==> config.mk <==
export PLATFORM = sky130hd
export DESIGN_NAME = i_memory_access
export DESIGN_NICKNAME = d
export VERILOG_FILES = /design/src/rtl/rv_mem_pkg.sv /design/src/rtl/mem_load_align.sv /design/src/rtl/i_memory_access.sv
export SDC_FILE = /design/constraint.sdc
export NUM_CORES = 1
export LEC_CHECK = 0
export CAP_MARGIN = 20
export CORE_MARGIN = 4
export CORE_UTILIZATION = 30
export DETAILED_ROUTE_END_ITERATION = 10
export SYNTH_ARGS = -nofsm -noshare
export SYNTH_HDL_FRONTEND = slang
export SYNTH_SLANG_ARGS = --single-unit
==> constraint.sdc <==
create_clock -name i_clk -period 2.1 [get_ports i_clk]
set_input_delay 0.42 -clock i_clk [delete_from_list [all_inputs] [get_ports i_clk]]
set_output_delay 0.42 -clock i_clk [all_outputs]
set_load 0.05 [all_outputs]
==> src/rtl/rv_mem_pkg.sv <==
// -----------------------------------------------------------------------------
// rv_mem_pkg
// Shared types and helpers for the memory-access stage and its consumers.
//   mem_size_e  : funct3 access-size encodings (B, H, W, BU, HU).
//   mem_state_e : memory-access FSM states.
//   BYTE_LANES  : byte lanes per data word.
//   store_be / store_wdata / is_misaligned : store lane steering and the
//   alignment test used by the optional misaligned-access trap.
// Size codes outside the five legal encodings decode as a full word.
// -----------------------------------------------------------------------------
package rv_mem_pkg;

  localparam int MEM_DATA_WIDTH = 32;
  localparam int BYTE_LANES     = MEM_DATA_WIDTH / 8;

  typedef enum logic [2:0] {
    MEM_B  = 3'b000,
    MEM_H  = 3'b001,
    MEM_W  = 3'b010,
    MEM_BU = 3'b100,
    MEM_HU = 3'b101
  } mem_size_e;

  typedef enum logic [1:0] {
    MEM_IDLE = 2'd0,
    MEM_REQ  = 2'd1,
    MEM_WAIT = 2'd2
  } mem_state_e;

  function automatic logic [BYTE_LANES-1:0] store_be(input logic [2:0] size,
                                                      input logic [1:0] offset);
    logic [BYTE_LANES-1:0] be;
    case (size)
      MEM_B, MEM_BU: be = 4'b0001 << offset;
      MEM_H, MEM_HU: be = 4'b0011 << {offset[1], 1'b0};
      default:       be = 4'b1111;
    endcase
    return be;
  endfunction

  // Replicate the operand into every lane it could land in so the byte
  // enables alone select the target bytes.
  function automatic logic [MEM_DATA_WIDTH-1:0] store_wdata(input logic [2:0] size,
                                                           input logic [MEM_DATA_WIDTH-1:0] data);
    logic [MEM_DATA_WIDTH-1:0] wdata;
    case (size)
      MEM_B, MEM_BU: wdata = {4{data[7:0]}};
      MEM_H, MEM_HU: wdata = {2{data[15:0]}};
      default:       wdata = data;
    endcase
    return wdata;
  endfunction

  function automatic logic is_misaligned(input logic [2:0] size,
                                         input logic [1:0] offset);
    logic mis;
    case (size)
      MEM_B, MEM_BU: mis = 1'b0;
      MEM_H, MEM_HU: mis = offset[0];
      default:       mis = (offset != 2'b00);
    endcase
    return mis;
  endfunction

endpackage

==> src/rtl/mem_load_align.sv <==
// -----------------------------------------------------------------------------
// mem_load_align
// Combinational load-data extraction: selects the byte or halfword at the
// access offset within the returned word and sign- (B, H) or zero- (BU, HU)
// extends it; word and unsupported sizes pass the word through. Also used by
// write-back forwarding.
// Ports:
//   i_rdata  : word returned by data memory
//   i_offset : address bits [1:0] of the access
//   i_size   : funct3 access size
//   o_data   : aligned, extended load result
// -----------------------------------------------------------------------------
module mem_load_align
  import rv_mem_pkg::*;
(
  input  logic [MEM_DATA_WIDTH-1:0] i_rdata,
  input  logic [1:0]                i_offset,
  input  logic [2:0]                i_size,
  output logic [MEM_DATA_WIDTH-1:0] o_data
);

  logic [7:0]  byte_sel;
  logic [15:0] half_sel;
  logic        sign_ext;

  assign byte_sel = i_rdata[{i_offset, 3'b000} +: 8];
  assign half_sel = i_rdata[{i_offset[1], 4'b0000} +: 16];
  // funct3[2] marks the unsigned variants.
  assign sign_ext = ~i_size[2];

  always_comb begin
    // NOTE: assign a default before any branch so no path leaves o_data unassigned (which would infer a latch).
    o_data = i_rdata;
    case (i_size)
      MEM_B, MEM_BU: o_data = {{24{sign_ext & byte_sel[7]}}, byte_sel};
      MEM_H, MEM_HU: o_data = {{16{sign_ext & half_sel[15]}}, half_sel};
      default:       o_data = i_rdata;
    endcase
  end

endmodule

==> src/rtl/i_memory_access.sv <==
// -----------------------------------------------------------------------------
// i_memory_access
// Memory-access stage of the five-stage RISC-V pipeline. Non-memory ops pass
// the ALU result to write-back in one cycle; loads and stores run a
// request/response handshake with data memory while stalling upstream.
// Optional feature macro: MEM_MISALIGN_TRAP_EN (misaligned H/W accesses issue
// no request and are flagged on o_IM_misaligned).
// Ports:
//   i_clk, i_reset_n            : clock, asynchronous active-low reset
//   i_IE_*, i_ctrl_*            : instruction from execute
//   o_stall                     : upstream must hold while an access is open
//   o_dmem_req/we/addr/wdata/be : registered memory request, held until ready
//   i_dmem_ready                : memory accepts the request
//   i_dmem_rvalid/rdata         : load response
//   o_IM_valid/result/rd_addr   : one registered result pulse per instruction
//   o_IM_misaligned             : misaligned flag (MEM_MISALIGN_TRAP_EN only)
// -----------------------------------------------------------------------------
module i_memory_access
  import rv_mem_pkg::*;
#(
  parameter  int DATA_WIDTH     = 32,
  parameter  int REG_FILE_DEPTH = 32,
  localparam int REG_FILE_ADDR  = $clog2(REG_FILE_DEPTH)
) (
  input  logic                      i_clk,
  input  logic                      i_reset_n,
  input  logic                      i_IE_valid,
  input  logic [DATA_WIDTH-1:0]     i_IE_result,
  input  logic [DATA_WIDTH-1:0]     i_IE_data_write,
  input  logic                      i_ctrl_mem_read,
  input  logic                      i_ctrl_mem_write,
  input  logic [2:0]                i_ctrl_mem_size,
  input  logic [REG_FILE_ADDR-1:0]  i_ctrl_rd_addr,
  output logic                      o_stall,
  output logic                      o_dmem_req,
  input  logic                      i_dmem_ready,
  output logic                      o_dmem_we,
  output logic [DATA_WIDTH-1:0]     o_dmem_addr,
  output logic [DATA_WIDTH-1:0]     o_dmem_wdata,
  output logic [DATA_WIDTH/8-1:0]   o_dmem_be,
  input  logic                      i_dmem_rvalid,
  input  logic [DATA_WIDTH-1:0]     i_dmem_rdata,
  output logic                      o_IM_valid,
  output logic [DATA_WIDTH-1:0]     o_IM_result,
  output logic [REG_FILE_ADDR-1:0]  o_IM_rd_addr
`ifdef MEM_MISALIGN_TRAP_EN
  ,
  output logic                      o_IM_misaligned
`endif
);

  mem_state_e               state, next_state;
  logic                     is_mem;
  logic                     trap;
  logic [2:0]               size_q;
  logic [1:0]               offset_q;
  logic [REG_FILE_ADDR-1:0] rd_q;
  logic [DATA_WIDTH-1:0]    load_data;

  assign is_mem  = i_ctrl_mem_read | i_ctrl_mem_write;
  assign o_stall = (state != MEM_IDLE);

`ifdef MEM_MISALIGN_TRAP_EN
  assign trap = is_misaligned(i_ctrl_mem_size, i_IE_result[1:0]);
`else
  assign trap = 1'b0;
`endif

  mem_load_align u_load_align (
    .i_rdata  (i_dmem_rdata),
    .i_offset (offset_q),
    .i_size   (size_q),
    .o_data   (load_data)
  );

  // NOTE: sequential state uses non-blocking (<=) so every flop samples pre-edge values.
  always_ff @(posedge i_clk or negedge i_reset_n) begin
    if (!i_reset_n) state <= MEM_IDLE;
    else            state <= next_state;
  end

  always_comb begin
    next_state = state;
    case (state)
      MEM_IDLE: if (i_IE_valid && is_mem && !trap) next_state = MEM_REQ;
      MEM_REQ:  if (i_dmem_ready) next_state = o_dmem_we ? MEM_IDLE : MEM_WAIT;
      MEM_WAIT: if (i_dmem_rvalid) next_state = MEM_IDLE;
      default:  next_state = MEM_IDLE;
    endcase
  end

  always_ff @(posedge i_clk or negedge i_reset_n) begin
    if (!i_reset_n) begin
      o_dmem_req   <= 1'b0;
      o_dmem_we    <= 1'b0;
      o_dmem_addr  <= '0;
      o_dmem_wdata <= '0;
      o_dmem_be    <= '0;
      o_IM_valid   <= 1'b0;
      o_IM_result  <= '0;
      o_IM_rd_addr <= '0;
      size_q       <= '0;
      offset_q     <= '0;
      rd_q         <= '0;
    end else begin
      o_IM_valid <= 1'b0;
      case (state)
        MEM_IDLE: begin
          if (i_IE_valid) begin
            if (!is_mem || trap) begin
              o_IM_valid   <= 1'b1;
              o_IM_result  <= trap ? '0 : i_IE_result;
              o_IM_rd_addr <= i_ctrl_rd_addr;
            end else begin
              // A store wins when both read and write are set.
              o_dmem_req   <= 1'b1;
              o_dmem_we    <= i_ctrl_mem_write;
              o_dmem_addr  <= {i_IE_result[DATA_WIDTH-1:2], 2'b00};
              o_dmem_wdata <= store_wdata(i_ctrl_mem_size, i_IE_data_write);
              o_dmem_be    <= i_ctrl_mem_write ? store_be(i_ctrl_mem_size, i_IE_result[1:0])
                                               : 4'b1111;
              size_q       <= i_ctrl_mem_size;
              offset_q     <= i_IE_result[1:0];
              rd_q         <= i_ctrl_rd_addr;
            end
          end
        end
        MEM_REQ: begin
          if (i_dmem_ready) begin
            o_dmem_req <= 1'b0;
            if (o_dmem_we) begin
              o_IM_valid   <= 1'b1;
              o_IM_result  <= '0;
              o_IM_rd_addr <= rd_q;
            end
          end
        end
        MEM_WAIT: begin
          if (i_dmem_rvalid) begin
            o_IM_valid   <= 1'b1;
            o_IM_result  <= load_data;
            o_IM_rd_addr <= rd_q;
          end
        end
        default: o_dmem_req <= 1'b0;
      endcase
    end
  end

`ifdef MEM_MISALIGN_TRAP_EN
  always_ff @(posedge i_clk or negedge i_reset_n) begin
    if (!i_reset_n) o_IM_misaligned <= 1'b0;
    else            o_IM_misaligned <= (state == MEM_IDLE) && i_IE_valid && is_mem && trap;
  end
`endif

endmodule

==> flow_summary.yaml <==
routing:
  vias: 5648
  drtPass1Iterations: 4
  routed_wl_mm: 21.2
  drcViolationCount: 0
  antenna_left: 0
  via_per_inst: 4.89
  wl_per_cell_microns: 18.3
  drtIter0Drc: 249
global_route:
  grt_pass1_vias: 5705
  grt_max_degree: 64
  grt_overflow: 0
  grt_pass1_wl_mm: 32.8
  antenna_found_initial: 1
  track_usage: 0.191
sta:
  setup_viol: 0
  period_share: 0.972
  fmax_ghz: 0.490
  finalClockSkew_ps: 9.39
  worst_pin_slew_ps: 972
  maxSlewViolCount: 0
  grt_setup_unrepaired: "true"
  hold_violations: 0
  slew_headroom: 0.350
  post-route-min-period_ps: 2040
  fin_ws_ps: 59.6
hold_path:
  hp-start: "o_dmem_addr[9]$_DFFE_PN0P_"
  hold_path_class: "register to register"
  holdPathEnd: "o_dmem_addr[9]$_DFFE_PN0P_"
  worstHoldPathCells: 2
critical_path:
  timing.rr.end: "o_IM_result[21]$_DFFE_PN0P_"
  path_delay_family: "buffers and inverters"
  timing.rr.start: "state[1]$_DFFE_PN0P_"
  critPathSlowestCell: "clkdlybuf4s50_1"
  ff2ff_path_depth: 9
  crit_chain: "clkdlybuf4s50_1"
  required_ps: 1680
  cp_max_fo: 2
  path_buf_inv: 1
  end_kind: "primary output"
  rrSetupSlack_ps: 70
  max_stage_delay_ps: 820
  start_kind: "register"
  crit_type: "register to primary output"
  crit_arrival_ps: 1620
yosys:
  synth_cell_types: 49
  yosysWarnings: 0
  ys.flop_type: "dfrtp_1"
  ys_seq_area_frac: 0.499
  yosys.area_share.simple: 0.202
  netlist_instances: 649
  synthTopCellsByArea: "dfrtp_1 50%, nand2_1 11%, mux2i_1 6.4%"
  yosys.area.top_type: "dfrtp_1"
  synth-seq-cells: 118
  synth.top_cell.area_share: 0.499
  synth_mux_area_frac: 0.0737
  synth_compound_area_frac: 0.180
  synth_enable_flop_cells: 0
  async_flop_share: 1.00
  synth_xor_area_frac: 0
  synth-adder-area-share: 0.00845
  synth_top_family_by_area: "simple AND/OR/NAND/NOR gates"
  synthesis.area_sq_um: 5920
  synth.avg_cell_area_sq_um: 9.12
run_status:
  status: "complete, no violations"
place:
  io_buffers: 217
  post-place-ws_ps: -200
  dpl.hpwl_mm: 15.7
  gp_congestion: 0.874
  placed_cell_area_sq_um: 8610
clock_tree:
  cts_sinks: 118
  insertion_delay_ps: 420
  clk_pin_slew_ps: 60
  post_cts_buffers: 0
  clock-root-buffer: "clkbuf_16"
  clockBufferDepth: 2
  cts_tree: "done"
  numCtsBuffers: 17
  htree_levels: 4
cells_and_area:
  nets: 992
  area.growth.synth_to_final_pct: 56.7
  final_area_sq_um: 9280
  diodes: 0
  drive_gt1_frac: 0.122
floorplan:
  io_pins: 220
  die_x_microns: 149
  core.rowCount: 51
  design.die.area_sq_um: 22100
  core_area_sq_um: 19500
  dieHeight_microns: 149
  start_util: 0.304
flow_run:
  max_cap_viol_count: 0
power:
  p_leak_nw: 4.02
  power.density_nw_per_um2: 1800
  peakVddDrop_uv: 1000
==> stage by stage <==
stage / hold slack (ps) / utilization / total power, W / TNS [ps] / instances
global route: 489 / 0.477 / 0.0176 / -8.68 / 1155
floorplan: 124 / - / 0.0101 / 0 / 650
CTS: 473 / 0.474 / 0.0168 / 0 / 1155
global placement: 346 / 0.443 / 0.0136 / -5250 / 1122
detailed placement: 349 / 0.443 / 0.0137 / -5440 / 1122
finish: 470 / 0.477 / 0.0167 / 0 / 1155
==> cells by family (layout without fill, tap and decap cells) <==
logic type | Yosys count | in the layout
adders and majority gates | 4 | 4
other | 1 | 2
muxes | 42 | 42
AOI/OAI and AO/OA | 164 | 164
DFF | 118 | 118
and+or+nand+nor | 268 | 268
buffers and inverters | 52 | 292
==> sequential cells by signal (all words and copies together) (netlist names) <==
name	flops
o_IM_result	32
o_dmem_wdata	32
state	2
o_dmem_be	4
o_IM_rd_addr	5
rd_q	5
o_dmem_we	1
o_dmem_req	1
size_q	3
offset_q	2
o_dmem_addr	30
o_IM_valid	1
==> Yosys cell counts, drive strengths merged, types with 4 or more instances <==
master  count
a31oi       7
nand2b     28
a21oi      36
nand2     171
nand4b      8
clkbuf     34
inv         6
ha          4
nand3       5
o22ai       4
o21ai      70
o211ai      4
mux2i      38
buf        12
nor2b       6
o311ai      7
nor2       38
dfrtp     118
o221ai     17
==> how the worst max path moves through the flow <==
stage / end / slack [ps] / depth (start not counted) / start
after floorplan: o_IM_result[31]$_DFFE_PN0P_ / 140 / 7 / state[0]$_DFFE_PN0P_
after global placement: o_IM_result[30]$_DFFE_PN0P_ / -190 / 6 / i_dmem_rvalid
after global routing: o_IM_result[8]$_DFFE_PN0P_ / -7 / 7 / state[1]$_DFFE_PN0P_
final: o_IM_result[22] / 60 / 1 / o_IM_result[22]$_DFFE_PN0P_
after CTS: o_dmem_we / 7 / 1 / o_dmem_we$_DFFE_PN0P_
after detailed placement: o_IM_result[20]$_DFFE_PN0P_ / -200 / 6 / i_dmem_rvalid
==> final cells by class <==
class | instances | area (sq um)
Clock buffer | 19 | 443
Clock inverter | 13 | 156
Fill cell | 1874 | 10200
Inverter | 6 | 22.5
Multi-Input combinational cell | 480 | 2830
Sequential cell | 118 | 2950
Tap cell | 265 | 332
Timing Repair Buffer | 254 | 2540
==> timing repair <==
item / in CTS / in global routing
endpoints found under the hold margin: 35 / 0
hold buffers: 1 / 0
pin swaps: 0 / 1
gates resized for setup: 1 / 10
setup endpoints to repair: 25 / 11
==> layout by cell type (no fill, tap or decap), types with 2 or more instances in the layout <==
master           Yosys  final
a31oi_1              7      7
o221ai_1             7      6
nor2_1              38     37
a211oi_1             2      2
clkdlybuf4s50_1      0    205
buf_12               0      9
nand2b_1            28     28
nor3_1               3      3
clkinv_2             0      4
conb_1               1      2
o22ai_1              4      4
nand2_1            171    171
ha_1                 4      4
o21ai_2              0      3
nor3b_1              3      3
o221ai_2            10     11
mux2_2               3      3
inv_1                6      6
o21ai_0             34     34
nand4b_1             8      8
clkbuf_16            0     17
o211ai_1             4      4
o21a_1               3      3
clkinvlp_4           0      5
o311ai_2             0      3
a221o_1              3      3
o311ai_1             7      4
buf_4                4     37
mux2i_1             38     37
a21oi_1             36     36
bufinv_16            0      3
nor2b_1              6      6
dfrtp_1            118    118
nand3_1              4      4
o21ai_1             36     33
==> routing by layer <==
layer | share of wire | track usage
met4 | 0.014 | 0.0476
met2 | 0.47 | 0.308
met1 | 0.42 | 0.241
met3 | 0.091 | 0.0750
met5 | 0.00033 | 0
==> report_power, final <==
part	internal, W	switching [W]	total (W)
registers	0.00333	0.000660	0.00399
clock network	0.00189	0.00110	0.00299
logic	0.00336	0.00633	0.00969
total	0.00858	0.00808	0.0167
Note: power is estimated with default switching activity, not from simulation.
